### src/rtl/sequence_gen.sv
// ----------------------------------------------------------------------------
// sequence_gen
//   Serial pattern transmitter. It captures a parallel pattern of programmable
//   length and shifts it out MSB first, one bit per clock. The pattern can be
//   repeated, with idle-zero gap cycles between repetitions. A start/busy/done
//   handshake faces the controlling logic. All outputs are registered.
//
// Parameters
//   MAX_LEN  maximum pattern length in bits (width of pattern)
//   LEN_W    width of len, must be able to hold MAX_LEN
//   REP_W    width of rep (number of extra repetitions)
//   GAP_CYC  idle cycles between repetitions (0 = back-to-back)
//
// Ports
//   clk      system clock, rising edge
//   rst      synchronous reset, active high
//   start    transfer request, sampled only while idle
//   abort    synchronous cancel, overrides everything except rst
//   pattern  bits to send; bit len-1 goes out first
//   len      number of bits per repetition, legal 1..MAX_LEN
//   rep      extra repetitions; total sends = rep+1
//   out      serial data bit
//   valid    high while out carries a pattern bit
//   busy     high from the cycle after an accepted start until back in idle
//   done     one-cycle pulse after the last bit of the last repetition
//   err      one-cycle pulse when start is rejected for an illegal len
// ----------------------------------------------------------------------------
module sequence_gen #(
    parameter int MAX_LEN = 16,
    parameter int LEN_W   = 5,
    parameter int REP_W   = 4,
    parameter int GAP_CYC = 2
) (
    input  logic               clk,
    input  logic               rst,
    input  logic               start,
    input  logic               abort,
    input  logic [MAX_LEN-1:0] pattern,
    input  logic [LEN_W-1:0]   len,
    input  logic [REP_W-1:0]   rep,
    output logic               out,
    output logic               valid,
    output logic               busy,
    output logic               done,
    output logic               err
);

    localparam int BIT_W = (MAX_LEN > 1) ? $clog2(MAX_LEN) : 1;
    localparam int GAP_W = (GAP_CYC > 1) ? $clog2(GAP_CYC) : 1;

    typedef enum logic [1:0] {
        S_IDLE,
        S_SEND,
        S_GAP,
        S_DONE
    } state_t;

    state_t             state_q, state_d;
    logic [MAX_LEN-1:0] pat_q, pat_d;
    logic [BIT_W-1:0]   top_q, top_d;   // index of the MSB to send (len-1)
    logic [BIT_W-1:0]   bit_q, bit_d;   // index of the bit currently on out
    logic [REP_W-1:0]   rep_q, rep_d;   // repetitions still to send
    logic [GAP_W-1:0]   gap_q, gap_d;   // gap cycles remaining after this one
    logic               out_q, out_d;
    logic               valid_q, valid_d;
    logic               busy_q, busy_d;
    logic               done_q, done_d;
    logic               err_q, err_d;

    logic               len_ok;
    logic [LEN_W-1:0]   len_m1;
    logic [BIT_W-1:0]   len_top;
    logic [BIT_W-1:0]   bit_dec;

    // len is only used as an index once it is known to be in 1..MAX_LEN,
    // so truncating len-1 to the bit-index width is lossless there.
    assign len_ok  = (len != '0) && (32'(len) <= MAX_LEN);
    assign len_m1  = len - 1'b1;
    assign len_top = BIT_W'(len_m1);
    assign bit_dec = bit_q - 1'b1;

    always_comb begin
        state_d = state_q;
        pat_d   = pat_q;
        top_d   = top_q;
        bit_d   = bit_q;
        rep_d   = rep_q;
        gap_d   = gap_q;
        out_d   = 1'b0;
        valid_d = 1'b0;
        busy_d  = 1'b0;
        done_d  = 1'b0;
        err_d   = 1'b0;

        case (state_q)
            S_IDLE: begin
                // abort in idle swallows a simultaneous start (and its err)
                if (start && !abort) begin
                    if (len_ok) begin
                        state_d = S_SEND;
                        pat_d   = pattern;
                        top_d   = len_top;
                        rep_d   = rep;
                        bit_d   = len_top;
                        out_d   = pattern[len_top];
                        valid_d = 1'b1;
                        busy_d  = 1'b1;
                    end else begin
                        err_d = 1'b1;
                    end
                end
            end

            S_SEND: begin
                busy_d = 1'b1;
                if (bit_q != '0) begin
                    bit_d   = bit_dec;
                    out_d   = pat_q[bit_dec];
                    valid_d = 1'b1;
                end else if (rep_q != '0) begin
                    rep_d = rep_q - 1'b1;
                    if (GAP_CYC > 0) begin
                        state_d = S_GAP;
                        gap_d   = GAP_W'(GAP_CYC - 1);
                    end else begin
                        // no gap: MSB of the next repetition follows bit 0
                        bit_d   = top_q;
                        out_d   = pat_q[top_q];
                        valid_d = 1'b1;
                    end
                end else begin
                    state_d = S_DONE;
                    done_d  = 1'b1;
                end
            end

            S_GAP: begin
                busy_d = 1'b1;
                if (gap_q == '0) begin
                    state_d = S_SEND;
                    bit_d   = top_q;
                    out_d   = pat_q[top_q];
                    valid_d = 1'b1;
                end else begin
                    gap_d = gap_q - 1'b1;
                end
            end

            S_DONE: begin
                // start during the done pulse is deliberately not looked at
                state_d = S_IDLE;
            end

            default: begin
                state_d = S_IDLE;
            end
        endcase

        if (abort && (state_q != S_IDLE)) begin
            state_d = S_IDLE;
            out_d   = 1'b0;
            valid_d = 1'b0;
            busy_d  = 1'b0;
            done_d  = 1'b0;
            err_d   = 1'b0;
        end
    end

    always_ff @(posedge clk) begin
        if (rst) begin
            state_q <= S_IDLE;
            pat_q   <= '0;
            top_q   <= '0;
            bit_q   <= '0;
            rep_q   <= '0;
            gap_q   <= '0;
            out_q   <= 1'b0;
            valid_q <= 1'b0;
            busy_q  <= 1'b0;
            done_q  <= 1'b0;
            err_q   <= 1'b0;
        end else begin
            state_q <= state_d;
            pat_q   <= pat_d;
            top_q   <= top_d;
            bit_q   <= bit_d;
            rep_q   <= rep_d;
            gap_q   <= gap_d;
            out_q   <= out_d;
            valid_q <= valid_d;
            busy_q  <= busy_d;
            done_q  <= done_d;
            err_q   <= err_d;
        end
    end

    assign out   = out_q;
    assign valid = valid_q;
    assign busy  = busy_q;
    assign done  = done_q;
    assign err   = err_q;

endmodule

### config.mk
export PLATFORM = sky130hd
export DESIGN_NAME = sequence_gen
export DESIGN_NICKNAME = d
export VERILOG_FILES = /design/src/rtl/sequence_gen.sv
export SDC_FILE = /design/constraint.sdc
export NUM_CORES = 1
export LEC_CHECK = 0
export CAP_MARGIN = 10
export CORE_MARGIN = 8
export CORE_UTILIZATION = 55
export CTS_BUF_LIST = sky130_fd_sc_hd__clkbuf_8
export CTS_CLUSTER_DIAMETER = 150
export CTS_CLUSTER_SIZE = 20
export DETAILED_ROUTE_END_ITERATION = 7
export GPL_TIMING_DRIVEN = 0
export PLACE_DENSITY = 0.82
export REMOVE_ABC_BUFFERS = 1
export SYNTH_ARGS = -nofsm -noshare
export SYNTH_HDL_FRONTEND = slang
export SYNTH_SLANG_ARGS = --single-unit
### constraint.sdc
create_clock -name clk -period 2.6 [get_ports clk]
set_input_delay 0.52 -clock clk [delete_from_list [all_inputs] [get_ports clk]]
set_output_delay 0.52 -clock clk [all_outputs]
set_load 0.02 [all_outputs]
==> results of run 1 <==
cell type report:
type / instances / share of cell area
flip-flops and latches: 36 / 0.2807
clock buffers: 5 / 0.02680
well taps: 48 / 0.02339
multi-input cells: 171 / 0.5024
repair buffers: 37 / 0.1462
inverters: 14 / 0.02047
layer usage:
metal,up-vias,GRT usage,wire length [µm]
met5,-,0,0
met4,0,0.06226,70
met3,8,0.03571,241
met2,51,0.2581,2230
met1,891,0.2116,2260
li1,905,-,-
worst min-delay path: stages, from the launching register on:
cell and delay (ns):
dfxtp_1 0.32, nand2_1 0.05, a21oi_1 0.05
cells in the mapped netlist (all sizes together):
master / count
nor4b: 1
clkbuf: 10
xnor2: 1
nor3: 5
nand4b: 1
nand2: 43
a21oi: 22
nand3b: 2
o311a: 1
ha: 8
dfxtp: 36
o21ai: 4
and3: 1
and2: 1
mux2: 1
or3b: 1
o22ai: 2
a221oi: 3
a31o: 1
nand3: 4
xor2: 4
o221ai: 3
mux2i: 9
buf: 3
clkinv: 1
or3: 1
a211oi: 4
nand2b: 2
o32ai: 1
a311oi: 2
mux4: 13
nor2: 18
o41ai: 1
a311o: 1
inv: 13
nor2b: 2
a31oi: 2
nor3b: 2
o211a: 1
or2: 3
sequential cells by signal, indices dropped and copies added, names as in the netlist:
| signal | flops |
|---|---|
| bit_q | 4 |
| busy | 1 |
| done | 1 |
| err | 1 |
| gap_q | 1 |
| out | 1 |
| pat_q | 16 |
| rep_q | 4 |
| state_q | 2 |
| top_q | 4 |
| valid | 1 |
through the flow:
step                      area (µm²)  hold WS [ns]    util
after floorplan                 2046        0.4369       -
after global placement          2436        0.4536  0.6654
after detailed placement        2444        0.4664  0.6675
after CTS                       2525        0.4755  0.6897
after global routing            2567        0.4967  0.7013
final                           2567        0.4724  0.7013
worst paths after layout:
path | cells past startpoint | slack [ns] | end
setup / recovery | 7 | 0.13 | out$_SDFF_PP0_
hold / removal | 2 | 0.47 | pat_q[0]$_SDFFE_PP0P_
hold reg to reg | 2 | 0.47 | pat_q[0]$_SDFFE_PP0P_
setup reg to reg | 7 | 0.20 | rep_q[3]$_SDFFE_PP0P_
power breakdown:
part	internal [mW]	switching, mW	total, mW	leakage, nW
registers	0.641	0.0733	0.715	0.293
clock network	0.172	0.181	0.354	0.0359
logic	0.358	0.404	0.762	0.615
total	1.17	0.659	1.83	0.944
cell families (layout without fill, tap and decap cells):
| family | after synthesis | in the layout | share of synthesized area |
|---|---|---|---|
| AND/OR/NAND/NOR | 87 | 87 | 0.1908 |
| AO/OA/AOI/OAI | 48 | 48 | 0.1510 |
| flip-flops | 36 | 36 | 0.3424 |
| buffers and inverters | 27 | 56 | 0.05291 |
| multiplexers | 23 | 23 | 0.1944 |
| adder cells (fa/ha/maj) | 8 | 8 | 0.04756 |
| XOR/XNOR | 5 | 5 | 0.02081 |
what timing repair did:
item,in CTS,in global routing
resized for setup,4,5
endpoints found under the setup margin,18,17
pin swaps,0,2
gates cloned,0,0
setup buffers,0,2
hold endpoints to repair,0,0
==> flow_results.org, run 1 <==
** Synth
- Count of state elements after synthesis :: 36
- Gate count of the mapped netlist :: 234
- The share of the Yosys chip area taken by registers is 0.3424.
- Mapped Avg Cell Area :: 8.994 µm²
- Total of warnings raised by yosys :: 0
- Combined area of all synthesized cells :: 2105 µm²
- Yosys attributes the largest share of cell area to dfxtp_1 34%, mux4_2 9.6%, nand2_1 7.7%.
- The synthesized netlist contains 45 unique library cells.
- Of the post-synthesis cell area, the dominant cell type holds 0.3424.
- The synthesized design spends more area on one cell type than any other, namely dfxtp_1.

** Worst hold path
- The startpoint identified for the worst hold timing path is pat_q[0]$_SDFFE_PP0P_.
- Classification of the worst-slack hold path :: flip-flop to flip-flop

** Final layout
- Multi-input gate area :: 1290 µm²
- The filler cells instantiated in the layout total 306.
- In the layout the commonest cells are 43 x nand2_1, 36 x dfxtp_1, 32 x clkdlybuf4s50_1.
- The finished layout holds 311 standard cells, fillers aside.
- Leaving out fill and tap cells, the most frequent cell in the layout is nand2_1.
- Of the cells placed in the final design, the portion with a size suffix greater than 1 is 0.1217.
- FF/Latch Area :: 720.7 µm²
- The final layout contains 302 nets.
- Compared with the post-synthesis result, the final layout area differs by 22.00%.
- The number of antenna diodes in the final layout is 0.

** Job
- Max Cap Viol :: 0

** Critical path
- In this run the worst setup path begins at len[1].
- The setup path with the least slack is of type primary input to flip-flop.
- STA puts the critical path data arrival time at 2.64 ns.
- Among all stages on the critical path, the largest delay is contributed by clkdlybuf4s50_1.
- The worst register-to-register path begins at state_q[1]$_SDFFE_PP0P_.
- Required time at the endpoint of the critical path :: 2.78 ns
- Peak fanout along the critical path :: 3
- The cell family contributing the most delay on the critical path is multiplexers.
- The critical path goes through clkdlybuf4s50_1, inv_1, ha_4, mux4_2, mux4_2, a221oi_2, nor2_1.
- The most numerous cell type found on the critical path is mux4_2.
- Startpoint type of the worst setup path :: primary input
- Nature of the critical path endpoint :: flip-flop
- The critical path contains buffers and inverters numbering 2 combined.
- For this run, the slowest stage of the critical path takes 0.48 ns.

** Routing
- Dividing the detail-routed wire length by the instance count gives 15.44 µm.
- Via total after detailed routing :: 1,855
- For this run, design rule violations remaining after detail routing come to 0.
- The detailed router finished its first iteration with 161 violations.
- The count of nets left with antenna violations once routing finished came out at 0.
- After detailed routing, the number of vias per cell comes to 5.965.
- The final layout contains routed wiring with a total length of 4802 µm.
- The pre-antenna-repair detailed-routing pass consisted of 4 iterations.

** Clock network
- CTS root buf :: clkbuf_8
- TritonCTS built the clock tree.
- The clock passes through at most 2 buffers.
- Count of hold buffers inserted by post-cts repair :: 0
- After clock tree synthesis, the clock-pin slew on the worst setup and hold paths is 0.07 ns.
- The H-tree generated during clock tree synthesis spans 2 levels.
- The clock reaches the later pin of the worst-skew pair after 0.28 ns.
- Counting the buffers created by CTS gives 5.
- Clock tree synthesis found a total of 36 sinks.

** GRT
- All-layer global routing usage :: 0.1632
- The first global-routing pass estimated 8155 µm of wire.
- Entering global routing, the biggest net connects 36 pins.
- Antenna violations before repair :: 0
- The number of global-route vias before repair came to 1,778.
- Summed over all layers, the global routing overflow is 0.

** Pwr
- Pwr Total :: 1.831 mW
- For this design the ratio of total power to cell area is 713.0 nW/µm².
- Leakage power of the design :: 0.9443 nW
- Across the VDD grid, the largest voltage drop is 443.2 µV.

** STA
- For the pin with the worst max-slew slack, the measured transition is 0.5896 ns.
- Setup total negative slack :: 0 ns
- Worst-case setup margin in the final layout :: 0.1337 ns
- Final hold violation count :: 0
- Setup Viol. Count Final :: 0
- Shortest clock period the worst path allows after layout :: 2.466 ns
- Maximum clock frequency :: 405.5 MHz
- In this run the tightest slew margin relative to its limit is 0.6057.
- Setup repair after global routing missed its margin :: true
- Across the routed clock network, the largest skew measured is 0.003338 ns.
- Final-report max-slew violation count :: 0
- Fraction of the cycle the final worst path needs :: 0.9486

** Place
- Number of port buffers :: 33
- Before CTS, the worst setup slack after placement is -0.7043 ns.
- Once detailed placement completed, the half-perimeter wirelength came to 3518 µm.
- Including well taps, the total number of placed cells is 303.
- Routability congestion estimate from global placement :: 0.8290

** Run status
- The flow ran to the end, and the final reports show no timing, DRC or antenna violations.

** Floorplanning
- Core box area :: 3661 µm²
- Ports placed on the boundary :: 34
- The die is 77.86 µm wide.
- Total die area :: 6061 µm²
- For this configuration, the core starts out at a cell density of 0.5748.
- The floorplan has 22 rows.
- The die is 77.86 µm tall.
Note: power is estimated with default switching activity, not from simulation.
==> inputs of run 2 (changes only) <==
--- a/config.mk
+++ b/config.mk
@@ -7,13 +7,14 @@
 export LEC_CHECK = 0
 export CAP_MARGIN = 10
 export CORE_MARGIN = 8
-export CORE_UTILIZATION = 55
+export CORE_UTILIZATION = 65
 export CTS_BUF_LIST = sky130_fd_sc_hd__clkbuf_8
 export CTS_CLUSTER_DIAMETER = 150
 export CTS_CLUSTER_SIZE = 20
 export DETAILED_ROUTE_END_ITERATION = 7
+export DONT_BUFFER_PORTS = 1
 export GPL_TIMING_DRIVEN = 0
-export PLACE_DENSITY = 0.82
+export PLACE_DENSITY = 0.81
 export REMOVE_ABC_BUFFERS = 1
 export SYNTH_ARGS = -nofsm -noshare
 export SYNTH_HDL_FRONTEND = slang
==> run 2 against run 1 <==
Clock skew up 0.00063 ns. Sequential power up 4.9%. Core utilization up 1.8 points. Final cell count down 12%. Power down 1.4%. Die area down 12%. Highest routed layer unchanged. Largest power group is now registers. Sequential cell count unchanged. Setup slack better by 0.071 ns. Routed wire length up 2.2%. Non-clock buffer count down 36. Critical path depth unchanged.
==> flow_results.org, run 2 (synthesized netlist as in run 1, its figures left out) <==
** Clock network
- Clock-pin slew was measured on the worst setup and hold paths at 0.06 ns.
- In this run the number of H-tree levels came out at 2.
- CTS tree :: yes
- After clock tree synthesis, the setup repair step added 0 buffers.
- The cell sitting at the root of the clock tree is a clkbuf_8.
- Post-CTS resize count :: 0
- The later pin in the worst-skew pair is clocked with a latency of 0.29 ns.
- TritonCTS Buffers :: 5
- Count of hold buffers inserted by post-cts repair :: 0
- Maximum clock path buffer count :: 2
- CTS saw 36 sinks.

** Critical path
- Delay contributed by the slowest stage of the critical path :: 0.50 ns
- Across all register-to-register paths, the minimum setup slack is 0.20 ns.
- Arrival @ worst endpoint :: 2.60 ns
- On the critical path, the stage with the largest delay is an instance of ha_1.
- Type of the worst setup path :: flip-flop to flip-flop
- Endpoint of the most critical register-to-register path :: rep_q[3]$_SDFFE_PP0P_
- Reg-to-Reg Start :: state_q[1]$_SDFFE_PP0P_
- The worst register-to-register path has a depth of 7.
- The worst setup path is captured at a flip-flop.
- Walking the worst path, the cells encountered are inv_1, ha_1, clkinvlp_4, nor4b_2, nor2_2, o211a_1, o32ai_1.
- Required time at the endpoint of the critical path :: 2.80 ns
- Peak fanout along the critical path :: 13
- STA classifies the critical path startpoint as a flip-flop.

** GRT
- Total gr overflow :: 0
- For this run, the total global-route usage over all layers was measured as 0.1927.
- Wire length of the first global-routing pass :: 7997 µm
- Entering global routing, the biggest net connects 36 pins.
- The number of global-route vias before repair is 1,741.
- The initial antenna violation count came to 0.

** STA
- Final hold analysis gives a worst-case slack of 0.2938 ns.
- Fraction of the cycle the final worst path needs :: 0.9214
- Worst slew slack as a fraction of its limit :: 0.5190
- Static timing analysis puts the maximum clock frequency at 417.4 MHz.
- The number of slew-limit violations in the final report came to 0.
- Final hold violation count :: 0
- Worst-case setup margin in the final layout :: 0.2042 ns
- Clock skew after layout :: 0.003970 ns
- At the pin with the least slew margin, the transition time is 0.7188 ns.
- Setup repair after global routing left no endpoint under its margin.
- The clock period could shrink to 2.396 ns.
- Setup violations remaining at the end of the flow were counted as 0.

** Final layout
- Area growth syn-to-layout :: 5.172%
- Number of fill cells :: 255
- Antenna fix cells :: 0
- After the flow finishes, the layout carries non-filler instances totaling 273.
- Final net count :: 266
- Number of flip-flops in the largest register :: 16
- Most frequent standard cell in the layout excluding fill and tap cells :: nand2_1
- Most frequent cells in the layout :: 43 x nand2_1, 35 x dfxtp_1, 22 x a21oi_1
- Ranked by flip-flop count, first place goes to pat_q.
- Of the cells placed in the final design, the portion with a size suffix greater than 1 is 0.1223.

** Place
- The congestion estimate from routability-driven global placement came to 0.8746.
- Number of port buffers :: 0
- At the placement stage, the worst setup path has a slack of 0.04682 ns.
- The wire-length estimate of the detail-placed layout is 3630 µm.
- Number of placed cells counting well taps :: 266

** Floorplanning
- Starting density of the core :: 0.6837
- Horizontal extent of the die :: 72.90 µm
- The region available for standard cell placement spans 3078 µm².
- Ports placed on the boundary :: 34
- Die height :: 72.90 µm
- Row Count :: 20
- Total die area :: 5314 µm²

** Routing
- Count of unresolved DRC violations after routing :: 0
- Mean number of vias per cell :: 6.352
- The first detailed-routing pass took 4 iterations.
- Detailed Route Iter0 Violations :: 141
- Summed over all layers, the routed wires come to 4909 µm.
- After detailed routing, the average wire length per cell comes to 17.98 µm.
- Via total after detailed routing :: 1,734
- Count of nets left with antenna violations after detail routing :: 0

** Worst hold path
- Hold depth :: 1
- The path with the worst hold slack has its endpoint at pat_q[5]$_SDFFE_PP0P_.
- Classification of the worst-slack hold path :: primary input to flip-flop
- Worst min-delay path startpoint :: rst

** Pwr
- Of the total power, the share spent switching nets is 0.3592.
- Clock network fraction of design power :: 0.232
- The share of total power dissipated in sequential elements is 0.415.
- Worst-case vdd ir drop :: 570.8 µV
- Leakage power of the design :: 0.8117 nW
- Switching component of the power :: 0.6486 mW
- For this design the ratio of total power to cell area is 815.8 nW/µm².
- Of the total power, combinational logic draws 0.353.
- The internal portion of the total power is 1.157 mW.

** Job
- Max Cap Viol :: 0

** Run status
- Result of the run :: complete, no violations
## run 2: power groups by stage
stage / sequential [mW] / clock [mW] / combinational (mW)
after floorplan: 0.736 / 0 / 0.503
after global placement: 0.754 / 0 / 0.597
after detailed placement: 0.761 / 0 / 0.623
after CTS: 0.750 / 0.425 / 0.629
after global routing: 0.762 / 0.445 / 0.704
final: 0.750 / 0.419 / 0.637
## run 2: layout make-up
cell class                 instances  area, µm²  area share
timing repair buffer               1      11.26    0.005088
clock buffer                       7      96.34     0.04353
multi-input combinational        171       1272      0.5749
sequential                        36      721.9      0.3262
tap                               44      55.05     0.02487
inverter                          14      56.30     0.02544
## run 2: metal layers
layer  global-route usage  wire (µm)  part of all wire
met1               0.2062       1794              0.37
met2               0.3320       2557              0.52
met3              0.06181        422             0.086
met4              0.09556        134             0.027
met5                    0          0                 0
## run 2: how the worst max path moves through the flow
stage,slack [ns],endpoint,start,cells after the start
global route,0.05,rep_q[3]$_SDFFE_PP0P_,state_q[1]$_SDFFE_PP0P_,7
CTS,0.10,out$_SDFF_PP0_,bit_q[0]$_SDFFE_PP0P_,7
global placement,-0.01,top_q[1]$_SDFFE_PP0P_,len[0],7
finish,0.20,rep_q[3]$_SDFFE_PP0P_,state_q[1]$_SDFFE_PP0P_,7
detailed placement,0.05,out$_SDFF_PP0_,len[0],6
floorplan,0.32,out$_SDFF_PP0_,len[0],6
## run 2: through the flow
| step | utilization | instance area, µm² | TNS [ns] | total power, mW |
|---|---|---|---|---|
| after floorplan | - | 2046 | 0 | 1.239 |
| after detailed placement | 0.6862 | 2112 | 0 | 1.384 |
| after global routing | 0.7191 | 2213 | 0 | 1.910 |
| after CTS | 0.7175 | 2208 | 0 | 1.804 |
| final | 0.7191 | 2213 | 0 | 1.806 |
| after global placement | 0.6825 | 2101 | -0.02043 | 1.351 |
## run 2: worst max-delay path: cells and delay by family (launching register included)
kind / cells / cell delay, ns
buffers and inverters: 2 / 0.47
and+or+nand+nor: 2 / 0.65
AOI/OAI and AO/OA: 2 / 0.34
DFF: 1 / 0.34
adders and majority gates: 1 / 0.50
==> inputs of run 3 (changes only) <==
--- a/config.mk
+++ b/config.mk
@@ -6,6 +6,7 @@
 export NUM_CORES = 1
 export LEC_CHECK = 0
 export CAP_MARGIN = 10
+export CORE_ASPECT_RATIO = 1.4
 export CORE_MARGIN = 8
 export CORE_UTILIZATION = 65
 export CTS_BUF_LIST = sky130_fd_sc_hd__clkbuf_8
==> run 3 against run 2 <==
Critical path type unchanged. Combinational power grew 1%. Clock skew is 0.0033 ns higher. Core utilization decreased by 0.79 points. Largest power group unchanged. Non-clock buffer count did not move. Via count rose by 1.4%.
==> flow_results.org, run 3 (synthesized netlist as in run 1, its figures left out) <==
** Routing
- Once detail routing completed, the nets flagged for antenna violations numbered 0.
- Detailed Route Iter0 Violations :: 135
- First-pass detailed-route iteration total :: 4
- Count of unresolved DRC violations after routing :: 0
- Via total after detailed routing :: 1,759
- Mean number of vias per cell :: 6.539
- After detailed routing, the average wire length per cell comes to 18.89 µm.
- The final layout contains routed wiring with a total length of 5082 µm.

** Clock network
- TritonCTS Buffers :: 5
- Total setup buffers inserted after CTS :: 0
- CTS built an H-tree with a depth of 2.
- The clock drives 36 sinks.
- Clock tree synthesis selected as its root buffer the cell clkbuf_8.
- Maximum clock path buffer count :: 2
- Clock-pin slew was measured on the worst setup and hold paths at 0.08 ns.
- TritonCTS built the clock tree.
- The later pin in the worst-skew pair is clocked with a latency of 0.30 ns.

** STA
- The number of endpoints with negative hold slack in the final report was 0.
- For the pin with the worst max-slew slack, the measured transition is 0.7218 ns.
- The number of slew-limit violations in the final report was 0.
- Worst slew slack as a fraction of its limit :: 0.5170
- Setup repair after global routing left no endpoint under its margin.
- Derived from the worst setup path, the maximum achievable clock frequency is 404.9 MHz.
- Hold_ws :: 0.2747 ns
- Shortest clock period the worst path allows after layout :: 2.470 ns
- Clock skew after layout :: 0.007249 ns
- Setup Viol. Count Final :: 0
- Of the available clock period, the critical path in the final layout requires 0.9499.

** GRT
- Antenna violations before repair :: 0
- Wire length of the first global-routing pass :: 8438 µm
- Total gr overflow :: 0
- In the global route stage, overall resource usage came out at 0.1956.
- Via count of the first global-routing pass :: 1,836
- Pin count of the biggest net entering global routing :: 36

** Place
- Number of placed cells counting well taps :: 261
- Routability congestion estimate from global placement :: 0.8944
- The wire-length estimate of the detail-placed layout is 3781 µm.
- Number of port buffers :: 0
- Area after detailed placement :: 2106 µm²

** Job
- Max Cap Viol :: 0

** Floorplanning
- Row Count :: 24
- Starting density of the core :: 0.6804
- Die height :: 83.33 µm
- Pin placement for this block handled 34 I/O pins.
- Horizontal extent of the die :: 64.09 µm
- Core box area :: 3093 µm²
- Total die area :: 5340 µm²

** Critical path
- The cell that appears most often on the critical path is mux2i_1.
- At the worst endpoint, the required time is 2.79 ns.
- The worst setup path is of the flip-flop to flip-flop kind.
- Number of buffer and inverter stages on the critical path :: 1
- Peak fanout along the critical path :: 6
- Slowest cell on crit path :: mux4_2
- The largest single stage delay on the critical path is 0.56 ns.
- Startpoint type of the worst setup path :: flip-flop
- For the worst setup path, the data arrival time is 2.66 ns.
- Critical path's top delay family :: multiplexers
- Traced cell by cell, the critical path runs through inv_1, ha_1, mux4_2, mux2i_1, mux2i_1, a221oi_2, nor2_1.
- Nature of the critical path endpoint :: flip-flop

** Final layout
- In the final layout, the share of cells above drive strength 1 is 0.1261.
- Core occupancy in the finished layout :: 0.7112
- Final net count :: 266
- Finished Cell Area :: 2200 µm²
- The register with the most flip-flops in the layout has 16 of them.
- Compared with the post-synthesis result, the final layout area differs by 4.518%.
- Antenna fix cells :: 0
- The finished layout holds 269 standard cells, fillers aside.
- Leaving out fill and tap cells, the most frequent cell in the layout is nand2_1.
- Most frequent cells in the layout :: 43 x nand2_1, 36 x dfxtp_1, 22 x a21oi_1
- Register name with the most flops :: pat_q

** Pwr
- Pwr Total :: 1.792 mW
- Dividing total power by cell area gives a power density of 814.8 nW/µm².
- Leakage power of the design :: 0.8075 nW
- Across the VDD grid, the largest voltage drop is 582.5 µV.

** Worst hold path
- The path class of the tightest hold or removal check is primary input to flip-flop.

** Run status
- Result of the run :: complete, no violations
## run 3: cell count changes in the layout (fill, tap and decap cells not counted)
cell / before / now
dfxtp_1: 35 / 36
ha_2: 0 / 1
clkinv_4: 0 / 1
clkbuf_8: 7 / 5
ha_1: 8 / 7
dfxtp_2: 1 / 0
clkinv_2: 0 / 2
## run 3: layout make-up
type                    instances  area, µm²
flip-flops and latches         36      720.7
well taps                      39      48.80
clock inverters                 3      18.77
clock buffers                   5      68.82
fillers                       242      893.4
multi-input cells             171       1275
inverters                      14      56.30
repair buffers                  1      11.26
## run 3: worst reg2reg max path, cell delays in order (launching register included)
cell and delay, ns:
dfxtp_1 0.52, inv_1 0.15, ha_1 0.44, mux4_2 0.56, mux2i_1 0.20, mux2i_1 0.12
a221oi_2 0.30, nor2_1 0.07
## run 3: through the flow
| step | worst slack, ns | setup TNS, ns |
|---|---|---|
| after CTS | 0.1233 | 0 |
| after global placement | -0.1258 | -1.666 |
| after global routing | 0.02359 | 0 |
| final | 0.1302 | 0 |
| after detailed placement | 0.1146 | 0 |
| after floorplan | 0.3228 | 0 |
## run 3: path summary, 6_finish.rpt
| path | start | end | slack, ns | cells after the start |
|---|---|---|---|---|
| worst min register to register | pat_q[5]$_SDFFE_PP0P_ | pat_q[5]$_SDFFE_PP0P_ | 0.47 | 2 |
| worst max-delay path | bit_q[0]$_SDFFE_PP0P_ | out$_SDFF_PP0_ | 0.13 | 7 |
| worst min-delay path | rst | pat_q[13]$_SDFFE_PP0P_ | 0.27 | 1 |
| worst max register to register | bit_q[0]$_SDFFE_PP0P_ | out$_SDFF_PP0_ | 0.13 | 7 |
## run 3: report_power, final
group / internal [mW] / switching (mW)
clock: 0.187 / 0.214
sequential: 0.641 / 0.107
combinational: 0.280 / 0.364
## run 3: routing by layer
layer / track usage / part of all wire / up-vias
met5: 0 / 0 / -
met4: 0.1135 / 0.032 / 0
met3: 0.07124 / 0.084 / 15
met2: 0.3291 / 0.51 / 90
met1: 0.2011 / 0.37 / 824
li1: - / - / 830
## run 3: what timing repair did
action / in CTS / in global routing
endpoints found under the setup margin: 0 / 3
gates resized for setup: 0 / 2
hold buffers: 0 / 0
